## src/rtl/m65c02_bus_waitgen_if.sv

```systemverilog
// Bus bundle between the M65C02 core, the wait-state generator and external memory/IO.
// master = core/board side, slave = m65c02_bus_waitgen.
interface m65c02_bus_waitgen_if;
  logic [1:0]  IO_Op;
  logic [15:0] AO;
  logic [7:0]  DO;
  logic [7:0]  DI;
  logic        Wait;
  logic [15:0] XA;
  logic [7:0]  XDO;
  logic        XDO_OE;
  logic [7:0]  XDI;
  logic        nCE_ROM;
  logic        nCE_RAM;
  logic        nCE_IO;
  logic        nOE;
  logic        nWE;
  logic        xWait;
  logic        BusErr;
  logic        Clr_BusErr;

  modport master (
    output IO_Op, AO, DO, XDI, xWait, Clr_BusErr,
    input  DI, Wait, XA, XDO, XDO_OE, nCE_ROM, nCE_RAM, nCE_IO, nOE, nWE, BusErr
  );

  modport slave (
    input  IO_Op, AO, DO, XDI, xWait, Clr_BusErr,
    output DI, Wait, XA, XDO, XDO_OE, nCE_ROM, nCE_RAM, nCE_IO, nOE, nWE, BusErr
  );
endinterface

```

## src/rtl/m65c02_bus_waitgen.sv

```systemverilog
// M65C02 bus interface: region decode, per-region wait states, async SRAM/IO strobes
// and an IO bus-error timeout for cycles stretched indefinitely by xWait.
module m65c02_bus_waitgen #(
  parameter logic [15:0] pROM_Base = 16'hF000,
  parameter logic [15:0] pIO_Base  = 16'hEF00,
  parameter int          pROM_WS   = 1,
  parameter int          pRAM_WS   = 0,
  parameter int          pIO_WS    = 2,
  parameter int          pTimeout  = 64
) (
  input  logic                   i_clk,
  input  logic                   i_rst,
  m65c02_bus_waitgen_if.slave    bus
);

  localparam logic [2:0] LP_ROM_WS  = 3'(pROM_WS);
  localparam logic [2:0] LP_RAM_WS  = 3'(pRAM_WS);
  localparam logic [2:0] LP_IO_WS   = 3'(pIO_WS);
  localparam logic [7:0] LP_TIMEOUT = 8'(pTimeout);

  typedef enum logic [1:0] {
    S_IDLE = 2'd0,
    S_ACC  = 2'd1,
    S_EXT  = 2'd2
  } state_t;

  state_t     r_state, w_next;
  logic [2:0] r_cnt, w_cnt_nxt;
  logic [7:0] r_tcnt, w_tcnt_nxt;
  logic       r_buserr;
  logic       w_wait, w_set_err, w_timeout;

  logic       w_active, w_write, w_read;
  logic       w_io, w_rom, w_ram, w_xw;
  logic [2:0] w_ws_base, w_n;

  assign w_active = (bus.IO_Op != 2'b00);
  assign w_write  = (bus.IO_Op == 2'b01);
  assign w_read   = bus.IO_Op[1];

  // IO page wins over ROM, ROM over RAM.
  assign w_io  = (bus.AO[15:8] == pIO_Base[15:8]);
  assign w_rom = !w_io && (bus.AO >= pROM_Base);
  assign w_ram = !w_io && !w_rom;
  assign w_xw  = w_io && bus.xWait;

  assign w_ws_base = w_io ? LP_IO_WS : (w_rom ? LP_ROM_WS : LP_RAM_WS);
  // Writes need at least one cycle of address setup before nWE falls.
  assign w_n = (w_write && (w_ws_base == 3'd0)) ? 3'd1 : w_ws_base;

  always_ff @(posedge i_clk) begin
    if (i_rst) begin
      r_state  <= S_IDLE;
      r_cnt    <= 3'd0;
      r_tcnt   <= 8'd0;
      r_buserr <= 1'b0;
    end else begin
      r_state <= w_next;
      r_cnt   <= w_cnt_nxt;
      r_tcnt  <= w_tcnt_nxt;
      if (w_set_err)
        r_buserr <= 1'b1;
      else if (bus.Clr_BusErr)
        r_buserr <= 1'b0;
    end
  end

  always_comb begin
    w_next     = r_state;
    w_cnt_nxt  = r_cnt;
    w_tcnt_nxt = r_tcnt;
    w_wait     = 1'b0;
    w_set_err  = 1'b0;
    w_timeout  = 1'b0;
    case (r_state)
      S_IDLE: begin
        if (w_active && (w_n != 3'd0)) begin
          w_wait    = 1'b1;
          w_cnt_nxt = 3'd1;
          w_next    = S_ACC;
        end
      end
      S_ACC: begin
        if (!w_active) begin
          w_next    = S_IDLE;
          w_cnt_nxt = 3'd0;
        end else if (r_cnt < w_n) begin
          w_wait    = 1'b1;
          w_cnt_nxt = r_cnt + 3'd1;
        end else if (w_xw) begin
          w_wait     = 1'b1;
          w_next     = S_EXT;
          w_cnt_nxt  = 3'd0;
          w_tcnt_nxt = 8'd1;
        end else begin
          w_next    = S_IDLE;
          w_cnt_nxt = 3'd0;
        end
      end
      S_EXT: begin
        if (!w_active || !w_xw) begin
          w_next     = S_IDLE;
          w_tcnt_nxt = 8'd0;
        end else if (r_tcnt >= LP_TIMEOUT) begin
          // Abort: release the core with 8'hFF and flag the error.
          w_next     = S_IDLE;
          w_tcnt_nxt = 8'd0;
          w_set_err  = 1'b1;
          w_timeout  = 1'b1;
        end else begin
          w_wait     = 1'b1;
          w_tcnt_nxt = r_tcnt + 8'd1;
        end
      end
      default: begin
        w_next     = S_IDLE;
        w_cnt_nxt  = 3'd0;
        w_tcnt_nxt = 8'd0;
      end
    endcase
  end

  // All bus outputs are held inactive/zero while reset is asserted.
  assign bus.Wait    = !i_rst && w_wait;
  assign bus.XA      = i_rst ? 16'h0000 : bus.AO;
  assign bus.XDO     = i_rst ? 8'h00 : bus.DO;
  assign bus.XDO_OE  = !i_rst && w_write;
  assign bus.DI      = i_rst ? 8'h00 : (w_timeout ? 8'hFF : bus.XDI);
  assign bus.nCE_ROM = !(!i_rst && w_active && w_rom);
  assign bus.nCE_RAM = !(!i_rst && w_active && w_ram);
  assign bus.nCE_IO  = !(!i_rst && w_active && w_io);
  assign bus.nOE     = !(!i_rst && w_read);
  assign bus.nWE     = !(!i_rst && w_write && !w_rom && (r_state != S_IDLE));
  assign bus.BusErr  = r_buserr;

endmodule

```

## src/flat_wrapper.sv

```systemverilog
// flat-port wrapper written by rule: the top's interface ports become plain ports
module m65c02_bus_waitgen_flat 
#(
  parameter logic [15:0] pROM_Base = 16'hF000,
  parameter logic [15:0] pIO_Base  = 16'hEF00,
  parameter int          pROM_WS   = 1,
  parameter int          pRAM_WS   = 0,
  parameter int          pIO_WS    = 2,
  parameter int          pTimeout  = 64
)
  (i_clk, i_rst, bus_IO_Op, bus_AO, bus_DO, bus_XDI, bus_xWait, bus_Clr_BusErr, bus_DI, bus_Wait, bus_XA, bus_XDO, bus_XDO_OE, bus_nCE_ROM, bus_nCE_RAM, bus_nCE_IO, bus_nOE, bus_nWE, bus_BusErr);
  m65c02_bus_waitgen_if bus_i ();
  input  logic i_clk;
  input  logic i_rst;
  input wire logic [$bits(bus_i.IO_Op)-1:0] bus_IO_Op;
  input wire logic [$bits(bus_i.AO)-1:0] bus_AO;
  input wire logic [$bits(bus_i.DO)-1:0] bus_DO;
  input wire logic [$bits(bus_i.XDI)-1:0] bus_XDI;
  input wire logic [$bits(bus_i.xWait)-1:0] bus_xWait;
  input wire logic [$bits(bus_i.Clr_BusErr)-1:0] bus_Clr_BusErr;
  output wire logic [$bits(bus_i.DI)-1:0] bus_DI;
  output wire logic [$bits(bus_i.Wait)-1:0] bus_Wait;
  output wire logic [$bits(bus_i.XA)-1:0] bus_XA;
  output wire logic [$bits(bus_i.XDO)-1:0] bus_XDO;
  output wire logic [$bits(bus_i.XDO_OE)-1:0] bus_XDO_OE;
  output wire logic [$bits(bus_i.nCE_ROM)-1:0] bus_nCE_ROM;
  output wire logic [$bits(bus_i.nCE_RAM)-1:0] bus_nCE_RAM;
  output wire logic [$bits(bus_i.nCE_IO)-1:0] bus_nCE_IO;
  output wire logic [$bits(bus_i.nOE)-1:0] bus_nOE;
  output wire logic [$bits(bus_i.nWE)-1:0] bus_nWE;
  output wire logic [$bits(bus_i.BusErr)-1:0] bus_BusErr;
  assign bus_i.IO_Op = bus_IO_Op;
  assign bus_i.AO = bus_AO;
  assign bus_i.DO = bus_DO;
  assign bus_i.XDI = bus_XDI;
  assign bus_i.xWait = bus_xWait;
  assign bus_i.Clr_BusErr = bus_Clr_BusErr;
  assign bus_DI = bus_i.DI;
  assign bus_Wait = bus_i.Wait;
  assign bus_XA = bus_i.XA;
  assign bus_XDO = bus_i.XDO;
  assign bus_XDO_OE = bus_i.XDO_OE;
  assign bus_nCE_ROM = bus_i.nCE_ROM;
  assign bus_nCE_RAM = bus_i.nCE_RAM;
  assign bus_nCE_IO = bus_i.nCE_IO;
  assign bus_nOE = bus_i.nOE;
  assign bus_nWE = bus_i.nWE;
  assign bus_BusErr = bus_i.BusErr;
  m65c02_bus_waitgen #(.pROM_Base(pROM_Base), .pIO_Base(pIO_Base), .pROM_WS(pROM_WS), .pRAM_WS(pRAM_WS), .pIO_WS(pIO_WS), .pTimeout(pTimeout)) u_core (.i_clk(i_clk), .i_rst(i_rst), .bus(bus_i));
endmodule
```

## config.mk

```make
export PLATFORM = sky130hd
export DESIGN_NAME = m65c02_bus_waitgen_flat
export DESIGN_NICKNAME = d
export VERILOG_FILES = /design/src/rtl/m65c02_bus_waitgen_if.sv /design/src/rtl/m65c02_bus_waitgen.sv /design/src/flat_wrapper.sv
export SDC_FILE = /design/constraint.sdc
export NUM_CORES = 1
export LEC_CHECK = 0
export ABC_AREA = 1
export BUFFER_PORTS_ARGS = -buffer_cell sky130_fd_sc_hd__buf_4
export CORE_ASPECT_RATIO = 1.2
export CORE_UTILIZATION = 40
export CTS_BUF_LIST = sky130_fd_sc_hd__clkbuf_2
export DETAILED_ROUTE_END_ITERATION = 12
export PLACE_DENSITY = 0.73
export SLEW_MARGIN = 10
export SYNTH_ARGS = -nofsm -noshare
export SYNTH_HDL_FRONTEND = slang
export SYNTH_SLANG_ARGS = --single-unit
```

## constraint.sdc

```tcl
create_clock -name i_clk -period 4.6 [get_ports i_clk]
set_input_delay 0.92 -clock i_clk [delete_from_list [all_inputs] [get_ports i_clk]]
set_output_delay 0.92 -clock i_clk [all_outputs]
set_load 0.1 [all_outputs]
```

# == Yosys cells after proc, flatten, opt, wreduce, memory -nomap -nowiden ==
# Cells that the tools add are included.
# word_totals
reg_bits,14
inputBits,38
output_inout_bits,40
# classes
addsub,2
n_lt_le_gt_ge,3
eq_ne,10
n_mux,36
bitwise_logic,2
n_reduce_logical,34
# ops
cell,n
$mux W8,8
$pmux W8 S3,1
$ge A16 B16 Y1 const B,1
$mux W16,1
$mux W3,5
$logic_and A1 B1 Y1,14
$mux W1,12
$mux W2,6
$logic_not A1 Y1,10
$pmux W3 S3,1
$add A8 B1 Y8 const B,1
$eq A8 B8 Y1 const B,1
$ge A8 B7 Y1 const B,1
$ne A2 B1 Y1 const B,3
$pmux W2 S3,1
$reduce_bool A2 Y1,3
$eq A2 B1 Y1 const B,2
$reduce_and A4 Y1,1
$add A3 B1 Y3 const B,1
$logic_not A3 Y1,1
$lt A3 B3 Y1,1
$ne A3 B1 Y1 const B,1
$ne A3 B3 Y1 const B,1
$pmux W1 S3,1
8 further kinds,9

# == Depth between registers and ports, before layout ==
# depth
depth_word,13
depth_mapped,14
mapped_depth_nobuf,14

# == Least setup slack after synthesis ==
# Ideal clock, no wire load.
# synth_timing
kind,input to output
from,input port i_rst
to,output port bus_nWE
arrival_time_ps,4854
t_required_ps,3680
setup_slack_ps,-1174
stages,3
path_buffers,1
cell_sequence,clkbuf_1 -> nor3_1 -> nand3_1
# synth_via
elab_chain_cells,5
# synth_lines
element,line,source
from (decl),flat_wrapper.sv:14,input logic i_rst;
$logic_not A1 Y1,-,
$logic_and A1 B1 Y1,-,
via bus_XDO_OE,flat_wrapper.sv:25,output wire logic [$bits(bus_i.XDO_OE)-1:0] bus_XDO_OE;
$logic_and A1 B1 Y1 (2 in a row),m65c02_bus_waitgen.sv:133,assign bus.nWE = !(!i_rst && w_write && !w_rom && (r_state != S_IDLE));
$logic_not A1 Y1,m65c02_bus_waitgen.sv:133,
to (decl),flat_wrapper.sv:30,output wire logic [$bits(bus_i.nWE)-1:0] bus_nWE;
# The timed path passes the listed nets, and every way through them passes these cells.

# == Final worst setup path ==
# layout_timing
from,input port bus_AO[12]
to,output port bus_DI[2]
# layout_via
elab_chain_cells,8
# layout_lines
element,line,source
from (decl),flat_wrapper.sv:16,input wire logic [$bits(bus_i.AO)-1:0] bus_AO;
$eq A8 B8 Y1,m65c02_bus_waitgen.sv:42,assign w_io = (bus.AO[15:8] == pIO_Base[15:8]);
$logic_and A1 B1 Y1,m65c02_bus_waitgen.sv:45,assign w_xw = w_io && bus.xWait;
$logic_not A1 Y1,m65c02_bus_waitgen.sv:101,if (!w_active || !w_xw) begin
$logic_or A1 B1 Y1,m65c02_bus_waitgen.sv:101,
$mux W1,m65c02_bus_waitgen.sv:101,
$mux W1,m65c02_bus_waitgen.sv:75,case (r_state)
$mux W8 (2 in a row),m65c02_bus_waitgen.sv:128,assign bus.DI = i_rst ? 8'h00 : (w_timeout ? 8'hFF : bus.XDI);
to (decl),flat_wrapper.sv:21,output wire logic [$bits(bus_i.DI)-1:0] bus_DI;
# Every way passes these cells.

==> flow_summary.toml <==
[outcome]
status = "complete, no violations"

[critical_path]
critPathRequiredTime_ns = 3.68
arrival_ns = 2.39
crit_fanout = 9
timing.rr.end = "u_core.r_cnt[1]"
crit_start = "bus_AO[12]"
ff2ff_setup_slack_ns = 2.90
worstSetupStartpointType = "input pin"
cp-endpoint = "bus_DI[2]"
reg2reg_depth = 8
crit_type = "input pin to output pin"
worst_setup_path_end_kind = "output pin"
r2r-start = "u_core.r_state[0]"

[global_routing]
met2_usage_pct = 39.91
antenna_found_initial = 0
grt-ovfl-total = 0
grt_max_degree = 47
use_met3_pct = 5.049
grt_pass1_vias = 1417
grt_first_pass_wirelength_um = 6272
grt_use_met1_pct = 23.83
grt_usage_pct = 21.02
busiest_layer = "met2"

[min_path]
worstHoldPathType = "flop to flop"

[clocking]
path_clk_slew_ns = 0.15
clk_path_buf_depth = 2
ctsRootBufferMaster = "clkbuf_2"
clock_sinks = 14
cts.repair.resized = 0
cts_made_buffers = 3
htree_levels = 1
cts_setup_buffers = 0
ctsHoldBuffers = 0
cts_tree = "yes"
clk_latency_ns = 0.29

[yosys]
yosysSeqAreaShare_pct = 20.07
synth_top_family_by_area = "simple AND/OR/NAND/NOR gates"
synth_cell_types = 27
avgSynthCellArea_um2 = 5.942
synth_nets = 280
synth-seq-cells = 14
synth-simple-area-share_pct = 46.15
synth-adder-area-share_pct = 6.272
yosys_warnings = 0
synthXorXnorAreaFrac_pct = 1.882
synth-compound-area-share_pct = 10.84
synthMuxAreaShare_pct = 0
synthesis.area_um2 = 1396
syn_inst = 235

[timing]
period_minus_slack_ns = 3.314
fmax_ghz = 0.3017
finalSetupViolCount = 0
worstMarginPinSlew_ns = 0.4808
max_slew_margin_pct = 67.94
rsz0062_at_grt = "false"
setup_slack_ns = 1.286
tns_ns = 0
final_hold_viol_count = 0
timing.final.crit_share_pct = 72.05
skew_ns = 0.01390
hold_ws_ns = 0.4555
drv_slew = 0

[die]
die_h_um = 66.72
die_w_um = 55.94
die-area_um2 = 3732
start_util_pct = 41.83
num_rows = 23
core-area_um2 = 3338
ios = 78

[routing]
post-route-drc-count = 0
routedWlPerCell_um = 11.38
drtPass1Iterations = 4
drt_iter0_drc = 68
antenna_left = 0
viasPerCell = 4.868
vias = 1694
wl_um = 3959

[place]
hpwl_um = 3119
port_buffers = 77
place_congestion = 0.8257
pre_cts_slack_ns = 1.280

[power]
pwr-share-comb_pct = 63.6
powerDensity_nw_per_um2 = 278.2
p_clk_share_pct = 10.8
ir_drop_uv = 252.0
power.internal_uw = 248.1
leakagePower_nw = 1.132
netSwitchingFraction_pct = 55.98
p_seq_share_pct = 25.5
switchingPower_uw = 315.5

[layout]
layout.nets = 357
num_antenna_cells = 0
layout-drive-gt1-share_pct = 36.01
syn_to_final_growth_pct = 45.07

[job]
drv_cap = 0
critical path, cell delays in order:
cell and delay (ns):
buf_4 0.12, inv_1 0.08, nand2_2 0.07, nor2_4 0.11, nand2_4 0.07, nor2_1 0.12, nand3_1 0.32, a21oi_1 0.26
buf_4 0.31
layer usage:
metal / share of wire (%) / vias up
li1: - / 876
met5: 0 / -
met1: 41 / 738
met3: 9.4 / 5
met2: 49 / 75
met4: 0.81 / 0
sequential cells by signal, indices dropped and copies added, names as in the netlist:
name               flops
u_core.r_cnt           3
u_core.bus.BusErr      1
u_core.r_tcnt          8
u_core.r_state         2
worst min-delay path by stage:
stage	from	end	slack (ns)	cells past startpoint
after detailed placement	u_core.r_tcnt[7]	u_core.r_tcnt[7]	0.44	2
after global placement	u_core.r_tcnt[7]	u_core.r_tcnt[7]	0.43	2
after CTS	u_core.r_tcnt[7]	u_core.r_tcnt[7]	0.46	2
after global routing	u_core.r_tcnt[7]	u_core.r_tcnt[7]	0.48	2
after floorplan	u_core.r_tcnt[7]	u_core.r_tcnt[7]	0.42	2
final	u_core.r_tcnt[7]	u_core.r_tcnt[7]	0.46	2
power groups by stage:
stage	logic [mW]	registers, mW	clock network [mW]
floorplan	0.275	0.144	0
global placement	0.356	0.146	0
detailed placement	0.358	0.147	0
CTS	0.359	0.144	0.0630
global route	0.387	0.145	0.0674
finish	0.359	0.144	0.0611
logic make-up (layout without fill, tap and decap cells):
group | after synthesis | count (layout)
buffers and inverters | 55 | 131
and+or+nand+nor | 131 | 131
adders and majority gates | 7 | 7
xor gates and xnor gates | 3 | 3
DFF | 14 | 14
AOI/OAI and AO/OA | 25 | 25
cells in the mapped netlist (all sizes together):
| library cell | instances | area (um2) |
|---|---|---|
| xor2 | 3 | 26.28 |
| o21ai | 4 | 20.02 |
| nor4 | 1 | 6.260 |
| dfxtp | 14 | 280.3 |
| nand2 | 48 | 241.5 |
| buf | 1 | 3.750 |
| a21oi | 20 | 118.9 |
| nand3 | 22 | 115.1 |
| ha | 7 | 87.58 |
| clkbuf | 4 | 15.01 |
| nand4 | 4 | 31.28 |
| nor3 | 5 | 25.02 |
| nor2 | 49 | 211.5 |
| a22oi | 1 | 12.51 |
| inv | 50 | 187.7 |
| or2 | 1 | 6.260 |
| nand3b | 1 | 7.510 |
cells in the final DEF (no fill, tap or decap), types with 4 or more instances in the layout:
cell	netlist	routed
buf_4	0	77
nand2_1	33	33
a21oi_2	5	5
nor3_1	5	4
inv_1	48	48
dfxtp_1	14	14
ha_1	7	7
nand3_1	21	21
a21oi_1	15	15
nor2_1	44	44
nand2_2	12	12
layout make-up:
| type | count | area [um2] |
|---|---|---|
| clock buffer | 3 | 15.01 |
| fill | 358 | 1313 |
| clock inverter | 1 | 3.754 |
| tap | 37 | 46.29 |
| sequential | 14 | 280.3 |
| multi-input combinational | 166 | 914.6 |
| inverter | 50 | 187.7 |
| timing repair buffer | 77 | 578.1 |
through the flow:
| step | total power, mW | instance area (um2) | utilization, % | cells |
|---|---|---|---|---|
| after floorplan | 0.4193 | 1401 | - | 235 |
| after global placement | 0.5021 | 2007 | 60.12 | 344 |
| after detailed placement | 0.5048 | 2007 | 60.12 | 344 |
| after CTS | 0.5654 | 2026 | 60.68 | 348 |
| after global routing | 0.5994 | 2026 | 60.68 | 348 |
| final | 0.5636 | 2026 | 60.68 | 348 |
Power figures use the tool's default switching activity.
